`src/rtl/ctrl_pkg.sv`:
```
// Shared types and encodings for the registered control decode stage.
package ctrl_pkg;

    // Opcode encodings (decode uses opcode[3:0]).
    localparam logic [3:0] OP_ALU  = 4'b0000;
    localparam logic [3:0] OP_ANDI = 4'b0001;
    localparam logic [3:0] OP_ORI  = 4'b0010;
    localparam logic [3:0] OP_BGT  = 4'b0100;
    localparam logic [3:0] OP_BLT  = 4'b0101;
    localparam logic [3:0] OP_BEQ  = 4'b0110;
    localparam logic [3:0] OP_JMP  = 4'b0111;
    localparam logic [3:0] OP_LBU  = 4'b1010;
    localparam logic [3:0] OP_SB   = 4'b1011;
    localparam logic [3:0] OP_LW   = 4'b1100;
    localparam logic [3:0] OP_SW   = 4'b1101;
    localparam logic [3:0] OP_HALT = 4'b1111;

    // ALU operation select.
    localparam logic [1:0] ALU_OP_A   = 2'b00;
    localparam logic [1:0] ALU_OP_AND = 2'b01;
    localparam logic [1:0] ALU_OP_OR  = 2'b10;
    localparam logic [1:0] ALU_OP_ADD = 2'b11;

    // Branch comparison select.
    localparam logic [1:0] BR_EQ = 2'b00;
    localparam logic [1:0] BR_GT = 2'b01;
    localparam logic [1:0] BR_LT = 2'b10;

    // Control bundle; first field is the MSB of the packed vector.
    typedef struct packed {
        logic       reg_write;
        logic       r15_write;
        logic [1:0] alu_op;
        logic       alu_src1;
        logic       alu_src2;
        logic       ext_src;
        logic       mem_read;
        logic       mem_to_reg;
        logic       load_byte;
        logic       mem_write;
        logic       s_byte;
        logic       branch;
        logic [1:0] branch_code;
        logic       jump;
        logic       shift_src;
    } ctrl_t;

    localparam int unsigned CTRL_W = $bits(ctrl_t);

    typedef enum logic [1:0] {
        RUN,
        DRAIN,
        HALTED
    } state_t;

endpackage

```
`src/rtl/ctrl_pipe_unit_if.sv`:
```
// ID -> EX control interface: ID-side inputs and registered EX-side outputs.
interface ctrl_pipe_unit_if #(
    parameter int unsigned OPW    = 4,
    parameter int unsigned BCNT_W = 16
);
    import ctrl_pkg::*;

    logic              id_valid;
    logic [OPW-1:0]    id_opcode;
    logic              stall;
    logic              flush;
    logic              ex_valid;
    ctrl_t             ex_ctrl;
    logic              pc_hold;
    logic              halted;
    logic              illegal;
    logic [BCNT_W-1:0] bubble_cnt;

    // Pipeline / hazard-unit side.
    modport master (
        output id_valid, id_opcode, stall, flush,
        input  ex_valid, ex_ctrl, pc_hold, halted, illegal, bubble_cnt
    );

    // Control unit side.
    modport slave (
        input  id_valid, id_opcode, stall, flush,
        output ex_valid, ex_ctrl, pc_hold, halted, illegal, bubble_cnt
    );

endinterface

```
`src/rtl/ctrl_decode.sv`:
```
// Combinational opcode decoder: opcode -> control bundle, illegal and HALT flags.
module ctrl_decode
    import ctrl_pkg::*;
#(
    parameter int unsigned OPW = 4
) (
    input  logic [OPW-1:0] opcode,
    output ctrl_t          ctrl,
    output logic           is_illegal,
    output logic           is_halt
);

    logic [3:0] op4;
    logic       upper_nz;

    assign op4      = opcode[3:0];
    // Any set bit above the 4-bit decode field makes the opcode illegal.
    assign upper_nz = (opcode >> 4) != '0;

    // Decode table; unlisted fields and don't-cares stay 0.
    always_comb begin
        ctrl       = '0;
        is_illegal = 1'b0;
        case (op4)
            OP_ALU: begin
                ctrl.reg_write = 1'b1;
                ctrl.r15_write = 1'b1;
                ctrl.alu_op    = ALU_OP_A;
            end
            OP_ANDI, OP_ORI: begin
                ctrl.reg_write = 1'b1;
                ctrl.alu_op    = (op4 == OP_ANDI) ? ALU_OP_AND : ALU_OP_OR;
                ctrl.alu_src1  = 1'b1;
                ctrl.alu_src2  = 1'b1;
                ctrl.ext_src   = 1'b1;
            end
            OP_LBU, OP_LW: begin
                ctrl.reg_write  = 1'b1;
                ctrl.alu_op     = ALU_OP_ADD;
                ctrl.alu_src1   = 1'b1;
                ctrl.mem_read   = 1'b1;
                ctrl.mem_to_reg = 1'b1;
                ctrl.load_byte  = (op4 == OP_LBU);
            end
            OP_SB, OP_SW: begin
                ctrl.alu_op    = ALU_OP_ADD;
                ctrl.alu_src1  = 1'b1;
                ctrl.mem_write = 1'b1;
                ctrl.s_byte    = (op4 == OP_SB);
            end
            OP_BGT, OP_BLT, OP_BEQ: begin
                ctrl.branch      = 1'b1;
                ctrl.alu_src1    = 1'b1;
                ctrl.branch_code = (op4 == OP_BGT) ? BR_GT :
                                   (op4 == OP_BLT) ? BR_LT : BR_EQ;
            end
            OP_JMP: begin
                ctrl.jump      = 1'b1;
                ctrl.shift_src = 1'b1;
            end
            OP_HALT: begin
                // HALT retires as a nop: all control low.
            end
            default: begin
                is_illegal = 1'b1;
            end
        endcase
        if (upper_nz) begin
            ctrl       = '0;
            is_illegal = 1'b1;
        end
    end

    assign is_halt = (op4 == OP_HALT) && !upper_nz;

endmodule

```
`src/rtl/ctrl_pipe_unit.sv`:
```
// Registered control stage between IF/ID and ID/EX: decode, bubble insertion,
// sticky illegal flag, HALT drain FSM and a saturating bubble counter.
module ctrl_pipe_unit
    import ctrl_pkg::*;
#(
    parameter int unsigned OPW          = 4,
    parameter int unsigned DRAIN_CYCLES = 3,
    parameter int unsigned BCNT_W       = 16
) (
    input logic             clk,
    input logic             rst,
    ctrl_pipe_unit_if.slave bus
);

    localparam int unsigned CNT_W = (DRAIN_CYCLES < 2) ? 1 : $clog2(DRAIN_CYCLES + 1);

    state_t            state_q, state_d;
    logic [CNT_W-1:0]  cnt_q, cnt_d;
    logic              ex_valid_q, ex_valid_d;
    ctrl_t             ex_ctrl_q, ex_ctrl_d;
    logic              illegal_q, illegal_d;
    logic [BCNT_W-1:0] bcnt_q, bcnt_d;

    ctrl_t dec_ctrl;
    logic  dec_illegal;
    logic  dec_halt;
    logic  accept;
    logic  issue;

    ctrl_decode #(
        .OPW (OPW)
    ) u_decode (
        .opcode     (bus.id_opcode),
        .ctrl       (dec_ctrl),
        .is_illegal (dec_illegal),
        .is_halt    (dec_halt)
    );

    // flush and stall both block acceptance; outside RUN the ID inputs are ignored.
    assign accept = bus.id_valid && !bus.stall && !bus.flush && (state_q == RUN);
    assign issue  = accept && !dec_illegal;

    // Next ID/EX contents, sticky illegal flag and bubble counting.
    always_comb begin
        ex_valid_d = issue;
        ex_ctrl_d  = issue ? dec_ctrl : '0;
        illegal_d  = illegal_q || (accept && dec_illegal);
        bcnt_d     = bcnt_q;
        if (!issue && (bcnt_q != '1)) begin
            bcnt_d = bcnt_q + BCNT_W'(1);
        end
    end

    // HALT drain FSM next state.
    always_comb begin
        state_d = state_q;
        cnt_d   = cnt_q;
        unique case (state_q)
            RUN: begin
                if (issue && dec_halt) begin
                    if (DRAIN_CYCLES == 0) begin
                        state_d = HALTED;
                    end else begin
                        state_d = DRAIN;
                        cnt_d   = CNT_W'(DRAIN_CYCLES);
                    end
                end
            end
            DRAIN: begin
                if (cnt_q == CNT_W'(1)) begin
                    state_d = HALTED;
                    cnt_d   = '0;
                end else begin
                    cnt_d = cnt_q - CNT_W'(1);
                end
            end
            HALTED: begin
                // Absorbing until reset.
            end
            default: begin
                state_d = RUN;
                cnt_d   = '0;
            end
        endcase
    end

    // State registers with synchronous reset.
    always_ff @(posedge clk) begin
        if (rst) begin
            state_q    <= RUN;
            cnt_q      <= '0;
            ex_valid_q <= 1'b0;
            ex_ctrl_q  <= '0;
            illegal_q  <= 1'b0;
            bcnt_q     <= '0;
        end else begin
            state_q    <= state_d;
            cnt_q      <= cnt_d;
            ex_valid_q <= ex_valid_d;
            ex_ctrl_q  <= ex_ctrl_d;
            illegal_q  <= illegal_d;
            bcnt_q     <= bcnt_d;
        end
    end

    // pc_hold and halted decode the registered state, so they are glitch-free.
    assign bus.ex_valid   = ex_valid_q;
    assign bus.ex_ctrl    = ex_ctrl_q;
    assign bus.pc_hold    = (state_q != RUN);
    assign bus.halted     = (state_q == HALTED);
    assign bus.illegal    = illegal_q;
    assign bus.bubble_cnt = bcnt_q;

endmodule

```
`src/flat_wrapper.sv`:
```
// flat-port wrapper written by rule: the top's interface ports become plain ports
module ctrl_pipe_unit_flat import ctrl_pkg::*;
#(
    parameter int unsigned OPW          = 4,
    parameter int unsigned DRAIN_CYCLES = 3,
    parameter int unsigned BCNT_W       = 16
)
  (clk, rst, bus_id_valid, bus_id_opcode, bus_stall, bus_flush, bus_ex_valid, bus_ex_ctrl, bus_pc_hold, bus_halted, bus_illegal, bus_bubble_cnt);
  ctrl_pipe_unit_if #(.OPW(OPW), .BCNT_W(BCNT_W)) bus_i ();
  input logic clk;
  input logic rst;
  input wire logic [$bits(bus_i.id_valid)-1:0] bus_id_valid;
  input wire logic [$bits(bus_i.id_opcode)-1:0] bus_id_opcode;
  input wire logic [$bits(bus_i.stall)-1:0] bus_stall;
  input wire logic [$bits(bus_i.flush)-1:0] bus_flush;
  output wire logic [$bits(bus_i.ex_valid)-1:0] bus_ex_valid;
  output wire logic [$bits(bus_i.ex_ctrl)-1:0] bus_ex_ctrl;
  output wire logic [$bits(bus_i.pc_hold)-1:0] bus_pc_hold;
  output wire logic [$bits(bus_i.halted)-1:0] bus_halted;
  output wire logic [$bits(bus_i.illegal)-1:0] bus_illegal;
  output wire logic [$bits(bus_i.bubble_cnt)-1:0] bus_bubble_cnt;
  assign bus_i.id_valid = bus_id_valid;
  assign bus_i.id_opcode = bus_id_opcode;
  assign bus_i.stall = bus_stall;
  assign bus_i.flush = bus_flush;
  assign bus_ex_valid = bus_i.ex_valid;
  assign bus_ex_ctrl = bus_i.ex_ctrl;
  assign bus_pc_hold = bus_i.pc_hold;
  assign bus_halted = bus_i.halted;
  assign bus_illegal = bus_i.illegal;
  assign bus_bubble_cnt = bus_i.bubble_cnt;
  ctrl_pipe_unit #(.OPW(OPW), .DRAIN_CYCLES(DRAIN_CYCLES), .BCNT_W(BCNT_W)) u_core (.clk(clk), .rst(rst), .bus(bus_i));
endmodule
```
`config.mk`:
```
export PLATFORM = sky130hd
export DESIGN_NAME = ctrl_pipe_unit_flat
export DESIGN_NICKNAME = d
export VERILOG_FILES = /design/src/rtl/ctrl_pkg.sv /design/src/rtl/ctrl_pipe_unit_if.sv /design/src/rtl/ctrl_decode.sv /design/src/rtl/ctrl_pipe_unit.sv /design/src/flat_wrapper.sv
export SDC_FILE = /design/constraint.sdc
export NUM_CORES = 1
export LEC_CHECK = 0
export CORE_AREA = 2 2 85 87
export DETAILED_ROUTE_END_ITERATION = 6
export DIE_AREA = 0 0 87 89
export HOLD_SLACK_MARGIN = 0.1
export PLACE_DENSITY_LB_ADDON = 0.3
export SKIP_LAST_GASP = 1
export SLEW_MARGIN = 20
export SYNTH_ARGS = -nofsm -noshare
export SYNTH_HDL_FRONTEND = slang
export SYNTH_SLANG_ARGS = --single-unit
```
`constraint.sdc`:
```
create_clock -name clk -period 1.8 [get_ports clk]
set_input_delay 0.36 -clock clk [delete_from_list [all_inputs] [get_ports clk]]
set_output_delay 0.36 -clock clk [all_outputs]
set_load 0.02 [all_outputs]
```
==> impl_metrics.py <==
metrics = {
    "route": {
        "drcViolationCount": 0,
        "avgRoutedWirePerCell_um": 12.5,
        "via_per_inst": 4.65,
        "wirelength_um": 4090,
        "ant_nets": 0,
        "dr.pass1.iters": 4,
        "drt_iter0_drc": 37,
        "dr_total_vias": 1522,
    },
    "worst_setup_path": {
        "cp-end-kind": "output port",
        "r2r_cells": 6,
        "path_max_fanout": 2,
        "crit_buf_inv": 1,
        "cp.arrival_ps": 1400,
        "crit_family": "buffers and inverters",
        "cp.required_ps": 1440,
        "crit_path_top_delay_cell": "clkdlybuf4s50_1",
        "reg2reg_to": "u_core.bus.bubble_cnt[5]",
        "rrSetupSlack_ps": 50,
        "crit_chain": "or2_4 > clkdlybuf4s50_1",
        "crit_type": "reg -> out",
        "critical_path.max_stage_delay_ps": 540,
        "cp-start-kind": "flip-flop",
        "r2r-start": "u_core.state_q[0]",
    },
    "layout": {
        "layout_commonest_cell": "clkdlybuf4s50_1",
        "drive_gt1_frac": 0.227,
        "final_net_count": 257,
        "antenna_cells": 0,
        "mostFrequentLayoutCells": "clkdlybuf4s50_1 (37), dfxtp_1 (34), nor2_1 (24), buf_4 (24), nand2_1 (10)",
        "area_growth_pct": 53.4,
        "seqCellArea_sq_um": 723,
        "multiInputGateArea_sq_um": 935,
        "num-fill-cells": 701,
        "post-route-cell-area_sq_um": 2540,
    },
    "clock_tree": {
        "htreeDepth": 2,
        "tritoncts": "yes",
        "cts_made_buffers": 5,
        "cts_root_buf": "clkbuf_8",
        "clock_latency_ps": 290,
        "clockBufferDepth": 2,
        "cts.clk_slew.worst_paths_ps": 80,
        "clock-sinks": 36,
    },
    "timing": {
        "rsz0062_at_grt": "true",
        "min_period_ps": 1760,
        "max-slew-margin-rel": 0.694,
        "maxSlewViolCount": 0,
        "worst_slack_ps": 39.6,
        "fin_skew_ps": 12.2,
        "fin_crit_sh": 0.978,
        "finalSetupViolations": 0,
        "setup_tns_ps": 0,
        "hold_violations": 0,
        "fmax_mhz": 568,
        "tightest_slew_ps": 459,
    },
    "global_routing": {
        "grtUsageMet1": 0.122,
        "grt_pass1_vias": 1459,
        "grt_pass1_wl_um": 6450,
        "grt_max_degree": 26,
        "grt_use_met2": 0.185,
        "antenna_found_initial": 0,
        "gr-usage-met3": 0.0305,
        "grt_busiest_layer": "met2",
        "overflow": 0,
        "grt.total_usage": 0.107,
    },
    "pwr": {
        "ir_drop_mv": 0.392,
        "power_density_nw_per_um2": 636,
        "power.leakage_nw": 1.02,
    },
    "floorplanning": {
        "rows": 30,
        "fp.coreArea_sq_um": 6720,
        "start_util": 0.247,
        "dieWidth_um": 87,
        "die_y_um": 89,
        "die-area_sq_um": 7740,
        "io_pins": 46,
    },
    "min_path": {
        "hold_path_startpoint": "u_core.bus.illegal",
        "hold-path-endpoint": "u_core.bus.illegal",
        "min_path_cells": 2,
        "hold_class": "reg -> reg",
    },
    "flow_run": {
        "cap_violations": 0,
    },
    "logic_synthesis": {
        "seq_area_frac_synth": 0.435,
        "syn_avg_cell_area_sq_um": 9.25,
        "synthCells": 179,
        "synth_cell_type_count": 47,
        "synth_area_sq_um": 1660,
        "ys_warn_count": 0,
        "ys_seq_elements": 36,
        "syn_nets": 190,
    },
    "placed_design": {
        "place_hpwl_um": 3020,
        "place_ws_ps": -325,
        "placed_area_sq_um": 2340,
        "gp_congestion": 0.745,
        "io_buffers": 45,
    },
    "status": {
        "status": "complete, no violations",
    },
}
## kinds of logic after synthesis
family,after synthesis,share of synthesized area
AOI/OAI and AO/OA,36,0.165
xor gates and xnor gates,9,0.0476
adders and majority gates,2,0.0151
buffers and inverters,16,0.0574
DFF,36,0.435
muxes,3,0.0189
and+or+nand+nor,77,0.261
## worst max-delay path by stage
stage                              startpoint                        end  depth (start not counted)
finish                      u_core.state_q[0]                bus_pc_hold                          2
global route                u_core.state_q[0]   u_core.bus.bubble_cnt[5]                          6
CTS                          bus_id_opcode[2]   u_core.bus.bubble_cnt[3]                          8
detailed placement           bus_id_opcode[3]  u_core.bus.bubble_cnt[15]                          7
global placement             bus_id_opcode[3]  u_core.bus.bubble_cnt[15]                          7
floorplan           u_core.bus.bubble_cnt[11]   u_core.bus.bubble_cnt[5]                          5
## power by group
| group | switching (mW) | internal, mW | total (mW) |
|---|---|---|---|
| registers | 0.00920 | 0.808 | 0.817 |
| logic | 0.0995 | 0.0987 | 0.198 |
| clock network | 0.291 | 0.311 | 0.602 |
| total | 0.399 | 1.22 | 1.62 |
## Yosys cell counts, drive strengths merged
library cell | n | area [sq um]
nor2b | 4 | 25.0
nand4 | 5 | 31.3
a221oi | 2 | 17.5
a31oi | 3 | 18.8
a211oi | 4 | 30.0
ha | 2 | 25.0
o21ai | 1 | 5.00
o21ba | 1 | 10.0
dfxtp | 36 | 721
o211ai | 2 | 15.0
a311oi | 1 | 8.76
nor2 | 24 | 90.1
or2 | 1 | 8.76
a31o | 3 | 26.3
nor3 | 8 | 40.0
o311a | 2 | 20.0
o2111ai | 1 | 8.76
nand4bb | 1 | 11.3
nand3 | 3 | 15.0
nand3b | 1 | 7.51
o211a | 1 | 10.0
and3 | 4 | 25.0
and4 | 2 | 17.5
a2111oi | 1 | 15.0
a2bb2oi | 1 | 8.76
a21oi | 12 | 71.3
o31a | 1 | 8.76
mux2i | 2 | 20.0
buf | 7 | 61.3
nor4b | 1 | 23.8
xor2 | 1 | 8.76
clkbuf | 4 | 15.0
inv | 5 | 18.8
nand4b | 1 | 8.76
nand2 | 11 | 48.8
nor4 | 3 | 18.8
nand2b | 5 | 38.8
xnor2 | 8 | 70.1
mux2 | 1 | 11.3
and2 | 2 | 12.5
and2b | 1 | 8.76
## worst min-delay path, stage by stage, from the launching register on
cell and delay (ps):
dfxtp_1 340, nor2_1 50, nor2_1 70
## sequential cells by signal (all words and copies together), names as in the netlist
signal,cells
u_core.state_q,2
u_core.bus.ex_ctrl,14
u_core.bus.bubble_cnt,16
u_core.bus.illegal,1
u_core.bus.ex_valid,1
u_core.cnt_q,2
## routing by layer
layer  part of all wire  wire length [um]
met1               0.45              1860
met2               0.50              2050
met3              0.038               154
met4             0.0059                24
met5                  0                 0
## per-stage QoR
stage               instances   util  hold WS, ps  power, mW
floorplan                 179      -          535      0.937
global placement          317  0.348          463       1.02
detailed placement        317  0.348          467       1.02
CTS                       325  0.362          488       1.62
global route              327  0.378          511       1.69
finish                    327  0.378          481       1.62
## layout make-up
| class | instances | share of cell area |
|---|---|---|
| repair buffers | 71 | 0.264 |
| clock inverters | 1 | 0.00295 |
| inverters | 5 | 0.00739 |
| well taps | 80 | 0.0394 |
| flip-flops and latches | 36 | 0.285 |
| clock buffers | 7 | 0.0340 |
| multi-input cells | 127 | 0.368 |
## what timing repair did
item | CTS | global route
pin swaps | 0 | 5
setup buffers | 0 | 2
gates resized for setup | 4 | 19
endpoints found under the setup margin | 5 | 15
hold buffers | 0 | 0
Note: power is estimated with default switching activity, not from simulation.
